===== src/rtl/core_rst_seq.sv =====
// Core reset sequencer: holds core_nrst low for RST_CYCLES edges while start
// is high, then releases it; kill drives core_nrst low and rearms the count.
module core_rst_seq #(
   parameter int RST_CYCLES = 3
) (
   input  logic clk,
   input  logic nrst,
   input  logic start,
   input  logic kill,
   output logic release_now,
   output logic core_nrst
);

   localparam int RC_W = (RST_CYCLES > 1) ? $clog2(RST_CYCLES) : 1;

   logic [RC_W-1:0] rst_cnt;

   assign release_now = start && !kill && (rst_cnt == RC_W'(RST_CYCLES - 1));

   always_ff @(posedge clk or negedge nrst) begin
      if (!nrst) begin
         rst_cnt   <= '0;
         core_nrst <= 1'b0;
      end else if (kill) begin
         rst_cnt   <= '0;
         core_nrst <= 1'b0;
      end else if (start) begin
         if (release_now) begin
            rst_cnt   <= '0;
            core_nrst <= 1'b1;
         end else begin
            rst_cnt <= rst_cnt + RC_W'(1);
         end
      end else begin
         // outside HOLD the count sits at zero so a later restart begins clean
         rst_cnt <= '0;
      end
   end

endmodule


===== config.mk =====
export PLATFORM = sky130hd
export DESIGN_NAME = core_rst_seq
export DESIGN_NICKNAME = d
export VERILOG_FILES = /design/src/rtl/core_rst_seq.sv
export SDC_FILE = /design/constraint.sdc
export NUM_CORES = 1
export LEC_CHECK = 0
export BUFFER_PORTS_ARGS = -buffer_cell sky130_fd_sc_hd__buf_2
export CAP_MARGIN = 20
export CORE_AREA = 4 4 41 43
export DETAILED_ROUTE_END_ITERATION = 10
export DIE_AREA = 0 0 45 47
export GPL_TIMING_DRIVEN = 0
export PLACE_DENSITY_LB_ADDON = 0.1
export SLEW_MARGIN = 20
export SYNTH_ARGS = -nofsm -noshare
export SYNTH_HDL_FRONTEND = slang
export SYNTH_SLANG_ARGS = --single-unit

===== constraint.sdc =====
create_clock -name clk -period 1 [get_ports clk]
set_input_delay 0.05 -clock clk [delete_from_list [all_inputs] [get_ports clk]]
set_output_delay 0.05 -clock clk [all_outputs]
set_load 0.005 [all_outputs]

==> out/results.ini, run 1 <==
[status]
outcome = completed

[routing]
via_count = 122
ant_nets = 0
drtPass1Iterations = 1
wl_per_cell_um = 8.64
drt-initial-drc-count = 0
remaining_drc_errors = 0
wl_um = 337
routed_via_density = 3.13

[timing]
slew_violations = 0
finalHoldViolations = 0
finalWorstSetupSlack_ns = 0.0443
setup_viol = 0
max_clock_freq_ghz = 1.05
finClkSkew_ns = 0.000826
finalCritPeriodShare_pct = 95.6
max_slew_margin_pct = 89.8
rsz0062_at_grt = no
fin_tns_setup_ns = 0
tightestPinTransition_ns = 0.151
fin_crit_ns = 0.956

[cts]
path_clk_slew_ns = 0.03
root_buffer = clkbuf_4
cts.sinks = 3
cts_buffers = 3
h-tree-depth = 1
cts_tree = done
cts_buffer_depth = 2
worstSkewPairLatency_ns = 0.23

[placement]
gp_congestion = 0.548
dp.cells = 30
port_buffers = 5
place_ws_ns = 0.184
place.detailed.hpwl_um = 240

[logic_synthesis]
ys_types = 7
ys_seq_area_share_pct = 55.6
ys_seq_elements = 3
netlist_area_um2 = 135
synth_fp_nets = 14
syn_inst = 10
syn_avg_cell_area_um2 = 13.5
yosysWarningCount = 0

[cells_and_area]
final_cells = 39
antennaDiodeCount = 0
final_cell_mix = 5 x buf_2, 3 x clkbuf_4, 3 x dfrtp_1, 3 x buf_4
final_common_cell = buf_2
syn2layout_area_growth_pct = 83.3
final_nets = 29
layout-drive-gt1-share_pct = 58.3

[floorplanning]
io_pins = 6
row_count = 13
start_util_pct = 10.4
die_area_um2 = 2120
dieWidth_um = 45
coreArea_um2 = 1300
die_h_um = 47

[power]
cellPowerDensity_nw_per_um2 = 1500
combPwrFrac_pct = 9.3
fin_total_pwr_w = 0.000371
switching_share_pct = 19.9
clockPowerShare_pct = 55.9
irDropWorstVdd_mv = 0.480
leakage_nw = 0.120
internal-power_w = 0.000297
p_seq_share_pct = 34.8
power.switching_w = 0.0000740

[global_route]
grt_pass1_wl_um = 503
grt_pass1_vias = 138
grt_max_degree = 5
track_usage_pct = 4.12
grt_overflow = 0
antenna_found_initial = 0

[setup_path]
crit_arrival_ns = 0.91
worstSetupPathType = flop to output port
cp-end-kind = output port
worst_setup_path_start_kind = flop
critPathRequiredTime_ns = 0.95
worstPathMaxFanout = 4

[worst_hold_path]
hp-class = input port to flop

[run]
maxCapViolCount = 0

==> per-stage QoR <==
step,hold WS (ns),area (µm²),util (%)
final,0.107,248,19.0
after global routing,0.107,248,19.0
after CTS,0.0999,233,17.9
after detailed placement,-0.153,179,13.8
after global placement,-0.150,179,13.8
after floorplan,-0.246,135,-
==> power groups by stage <==
stage          combinational, W  sequential [W]  clock [W]
6_report              0.0000344        0.000129   0.000208
3_3_place_gp          0.0000224        0.000132          0
4_1_cts               0.0000322        0.000129   0.000224
2_1_floorplan         0.0000100        0.000131          0
3_5_place_dp          0.0000221        0.000132          0
5_1_grt               0.0000380        0.000130   0.000226
==> synth_stat cells <==
library cell / n / area (µm²)
dfrtp_1: 3 / 75.1
nor3b_2: 2 / 25.0
a21oi_1: 1 / 5.00
inv_1: 1 / 3.75
nand2b_4: 1 / 13.8
nand3b_1: 1 / 7.51
nor3_1: 1 / 5.00
==> critical path, cell delays in order (launching register included) <==
cell,delay (ns)
dfrtp_1,0.40
nor3b_2,0.16
buf_2,0.12
==> cell type report <==
class                      instances  area [µm²]
fill                             159        1050
multi-input combinational          6        56.3
sequential                         3        75.1
inverter                           1        3.75
tap                               15        18.8
timing repair buffer              10        67.6
clock buffer                       4        26.3
==> registers in the layout, indices dropped and copies added (netlist names) <==
signal	count
core_nrst	1
rst_cnt	2
==> layer usage <==
layer	vias to the layer above	routed length, µm	global-route usage, %
li1	61	-	-
met1	58	134	3.20
met2	3	192	5.65
met3	0	10	1.15
met4	0	0	8.77
met5	-	0	0
==> path summary, 6_finish.rpt <==
kind	start	end	slack, ns	cells past startpoint
hold reg to reg	rst_cnt[1]	rst_cnt[0]	0.49	1
hold / removal	start	rst_cnt[1]	0.11	3
min in group asynchronous	nrst	core_nrst	0.14	2
max in group asynchronous	nrst	rst_cnt[1]	0.76	2
setup / recovery	rst_cnt[1]	release_now	0.04	2
setup reg to reg	rst_cnt[0]	core_nrst	0.09	3
==> kinds of logic after synthesis <==
| logic type | Yosys count | share of synthesized area, % |
|---|---|---|
| buf+inv | 1 | 2.78 |
| simple gates | 5 | 38.0 |
| compound gates | 1 | 3.70 |
| flops | 3 | 55.6 |
==> repair_timing <==
item	in CTS	in global routing
buffers inserted	1	2
endpoints found under the setup margin	1	1
endpoints found under the hold margin	4	0
gates resized for setup	0	0
hold buffers	2	0
cloned	0	0
pin swaps	0	1
No activity file was read; power rests on OpenSTA's default activity.
==> run 2: changes to the inputs <==
--- a/config.mk
+++ b/config.mk
@@ -5,9 +5,11 @@
 export SDC_FILE = /design/constraint.sdc
 export NUM_CORES = 1
 export LEC_CHECK = 0
+export ABC_AREA = 1
 export BUFFER_PORTS_ARGS = -buffer_cell sky130_fd_sc_hd__buf_2
 export CAP_MARGIN = 20
 export CORE_AREA = 4 4 41 43
+export CTS_CLUSTER_SIZE = 10
 export DETAILED_ROUTE_END_ITERATION = 10
 export DIE_AREA = 0 0 45 47
 export GPL_TIMING_DRIVEN = 0
==> out/results.ini, run 2 <==
[cells_and_area]
final_cell_mix = 5 x inv_1, 5 x buf_2, 4 x nor2_1
reg_top3 = rst_cnt (2), core_nrst (1)
register_area_um2 = 75.1  ; unchanged
fillers = 158  ; -0.63%
regMostFlops = rst_cnt
final_cells = 41  ; +5.1%
final_nets = 31  ; +6.9%
layout-drive-gt1-share_pct = 30.8  ; -28 points
multiInputGateArea_um2 = 31.3  ; -44%
largest_reg_flops = 2  ; unchanged
postLayoutCellArea_um2 = 205  ; -17%
antennaDiodeCount = 0  ; unchanged
syn2layout_area_growth_pct = 64.0

[setup_path]
reg2reg_slack_ns = 0.28  ; +0.19 ns
worstSetupPathType = flop to output port
endpoint = release_now
cp-startpoint = rst_cnt[0]
crit_arrival_ns = 0.92  ; about the same
r2r-end = core_nrst
critPathRequiredTime_ns = 0.95  ; about the same
worst_setup_path_start_kind = flop
r2r_cells = 4  ; +1
worstReg2RegStart = rst_cnt[1]
cp-end-kind = output port
worstPathMaxFanout = 3  ; -1

[logic_synthesis]
netlist_area_um2 = 125  ; -7.4%
synth_edf_count = 0  ; unchanged
synth_flop_cell = dfrtp_1
ys_types = 5  ; -2
ys_async_sr_fraction_pct = 100  ; unchanged
netlist.area_leader.share_pct = 60.0  ; +4.4 points
syn_avg_cell_area_um2 = 7.82  ; -42%
synth_area_leader_cell = dfrtp_1
ys_seq_area_share_pct = 60.0  ; +4.4 points
ys_seq_elements = 3  ; unchanged
synth_common_cells = 5 x inv_1, 4 x nor2_1, 3 x dfrtp_1, 3 x nand2_1, 1 x nand3_1
synth_fp_nets = 20  ; +6
synth_area_leaders = dfrtp_1 60%, inv_1 15%, nor2_1 12%
yosysMostFrequentCell = inv_1
syn_inst = 16  ; +6
yosysWarningCount = 0  ; unchanged

[global_route]
grt_pass1_vias = 128  ; -7.2%
antenna_found_initial = 0  ; unchanged
grt_overflow = 0  ; unchanged
grt_max_degree = 4  ; -1
grt_pass1_wl_um = 483  ; -4.0%
track_usage_pct = 3.88  ; -0.24 points

[floorplanning]
start_util_pct = 9.62  ; -0.77 points
io_pins = 6  ; unchanged
row_count = 13  ; unchanged
die_h_um = 47  ; unchanged
die_area_um2 = 2120  ; unchanged
coreArea_um2 = 1300  ; unchanged
dieWidth_um = 45  ; unchanged

[routing]
routed_via_density = 2.73  ; -13%
drt-initial-drc-count = 0  ; unchanged
wl_um = 279  ; -17%
via_count = 112  ; -8.2%
remaining_drc_errors = 0  ; unchanged
wl_per_cell_um = 6.80  ; -21%
ant_nets = 0  ; unchanged
drtPass1Iterations = 1  ; unchanged

[cts]
h-tree-depth = 1  ; unchanged
cts_buffer_depth = 2  ; unchanged
cts_setup_buffers = 0  ; -1
cts_buffers = 3  ; unchanged
root_buffer = clkbuf_4
cts.sinks = 3  ; unchanged
cts_resized = 0  ; unchanged
path_clk_slew_ns = 0.04  ; about the same
cts_tree = done
worstSkewPairLatency_ns = 0.23  ; about the same

[run]
maxCapViolCount = 0  ; unchanged

[timing]
max_slew_margin_pct = 93.4  ; +3.6 points
finClkSkew_ns = 0.00386  ; +0.00304 ns
setup_viol = 0  ; unchanged
finalHoldViolations = 0  ; unchanged
fin_crit_ns = 0.974  ; +0.0180 ns
max_clock_freq_ghz = 1.03  ; -1.8%
worst_hold_slack_ns = 0.108  ; +0.000960 ns
tightestPinTransition_ns = 0.0983  ; -0.0531 ns
rsz0062_at_grt = yes
finalCritPeriodShare_pct = 97.4  ; +1.8 points
slew_violations = 0  ; unchanged

[power]
p_seq_share_pct = 35.3  ; +0.5 points
internal-power_w = 0.000286  ; -3.7%
irDropWorstVdd_mv = 0.904  ; +88%
power.switching_w = 0.0000767  ; +3.7%
leakage_nw = 0.125  ; +4.2%
clockPowerShare_pct = 58.8  ; +2.9 points
combPwrFrac_pct = 5.9  ; -3.4 points
switching_share_pct = 21.1  ; +1.2 points
cellPowerDensity_nw_per_um2 = 1770  ; +18%
fin_total_pwr_w = 0.000363  ; -2.2%

[worst_hold_path]
hp-class = input port to flop

[placement]
port_buffers = 5  ; unchanged
dpl-instance-area_um2 = 169  ; -5.6%
dp.cells = 36  ; +20%
gp_congestion = 0.659  ; +20%

[status]
outcome = completed

==> run 2: cell count changes after synthesis, sizes merged, moves of 2 or more <==
cell / previous run / this run
nor3b: 2 / 0
nor2: 0 / 4
inv: 1 / 5
nand2: 0 / 3
==> run 2: what timing repair did <==
item / CTS / global route
hold endpoints to repair: 3 / 0
pin swaps: 1 / 0
setup endpoints to repair: 1 / 1
hold buffers: 1 / 0
==> run 2: how the worst min path moves through the flow <==
stage	startpoint	end	slack, ns	cells after the start
floorplan	nrst	core_nrst	-0.25	0
global placement	nrst	rst_cnt[0]	-0.15	1
detailed placement	nrst	rst_cnt[0]	-0.15	1
CTS	start	rst_cnt[1]	0.10	3
global route	start	rst_cnt[1]	0.12	3
finish	start	rst_cnt[1]	0.11	3
==> run 2: kinds of logic after synthesis <==
family	share of synthesized area (%)
buffers and inverters	15.0
DFF	60.0
and+or+nand+nor	25.0
==> run 2: metrics by stage <==
stage | setup TNS (ns) | worst slack [ns] | utilization [%]
floorplan | 0 | 0.347 | -
CTS | 0 | 0.0135 | 15.8
global placement | 0 | 0.240 | 13.0
finish | 0 | 0.0263 | 15.8
global route | -0.0482 | -0.0482 | 15.8
detailed placement | 0 | 0.247 | 13.0
==> run 2: critical path, stage by stage (launching register included) <==
cell	delay (ns)
dfrtp_1	0.38
nor2_1	0.10
nand2_1	0.07
inv_1	0.05
buf_2	0.10
==> run 2: power groups by stage <==
stage | registers (W) | logic [W] | clock network (W)
2_1_floorplan | 0.000129 | 0.00000784 | 0
3_3_place_gp | 0.000130 | 0.0000188 | 0
3_5_place_dp | 0.000130 | 0.0000191 | 0
4_1_cts | 0.000128 | 0.0000222 | 0.000221
5_1_grt | 0.000129 | 0.0000259 | 0.000238
6_report | 0.000128 | 0.0000215 | 0.000213
==> run 2: area by class of cell <==
| class | instances | area share (%) |
|---|---|---|
| Clock buffer | 4 | 12.8 |
| Inverter | 5 | 9.15 |
| Multi-Input combinational cell | 8 | 15.2 |
| Sequential cell | 3 | 36.6 |
| Tap cell | 15 | 9.15 |
| Timing Repair Buffer | 6 | 17.1 |
==> run 2: per-layer routing <==
metal	wire, µm	global-route usage [%]	vias up
li1	-	-	65
met1	148	3.89	40
met2	81	3.67	7
met3	48	4.98	0
met4	0	3.51	0
met5	0	0	-
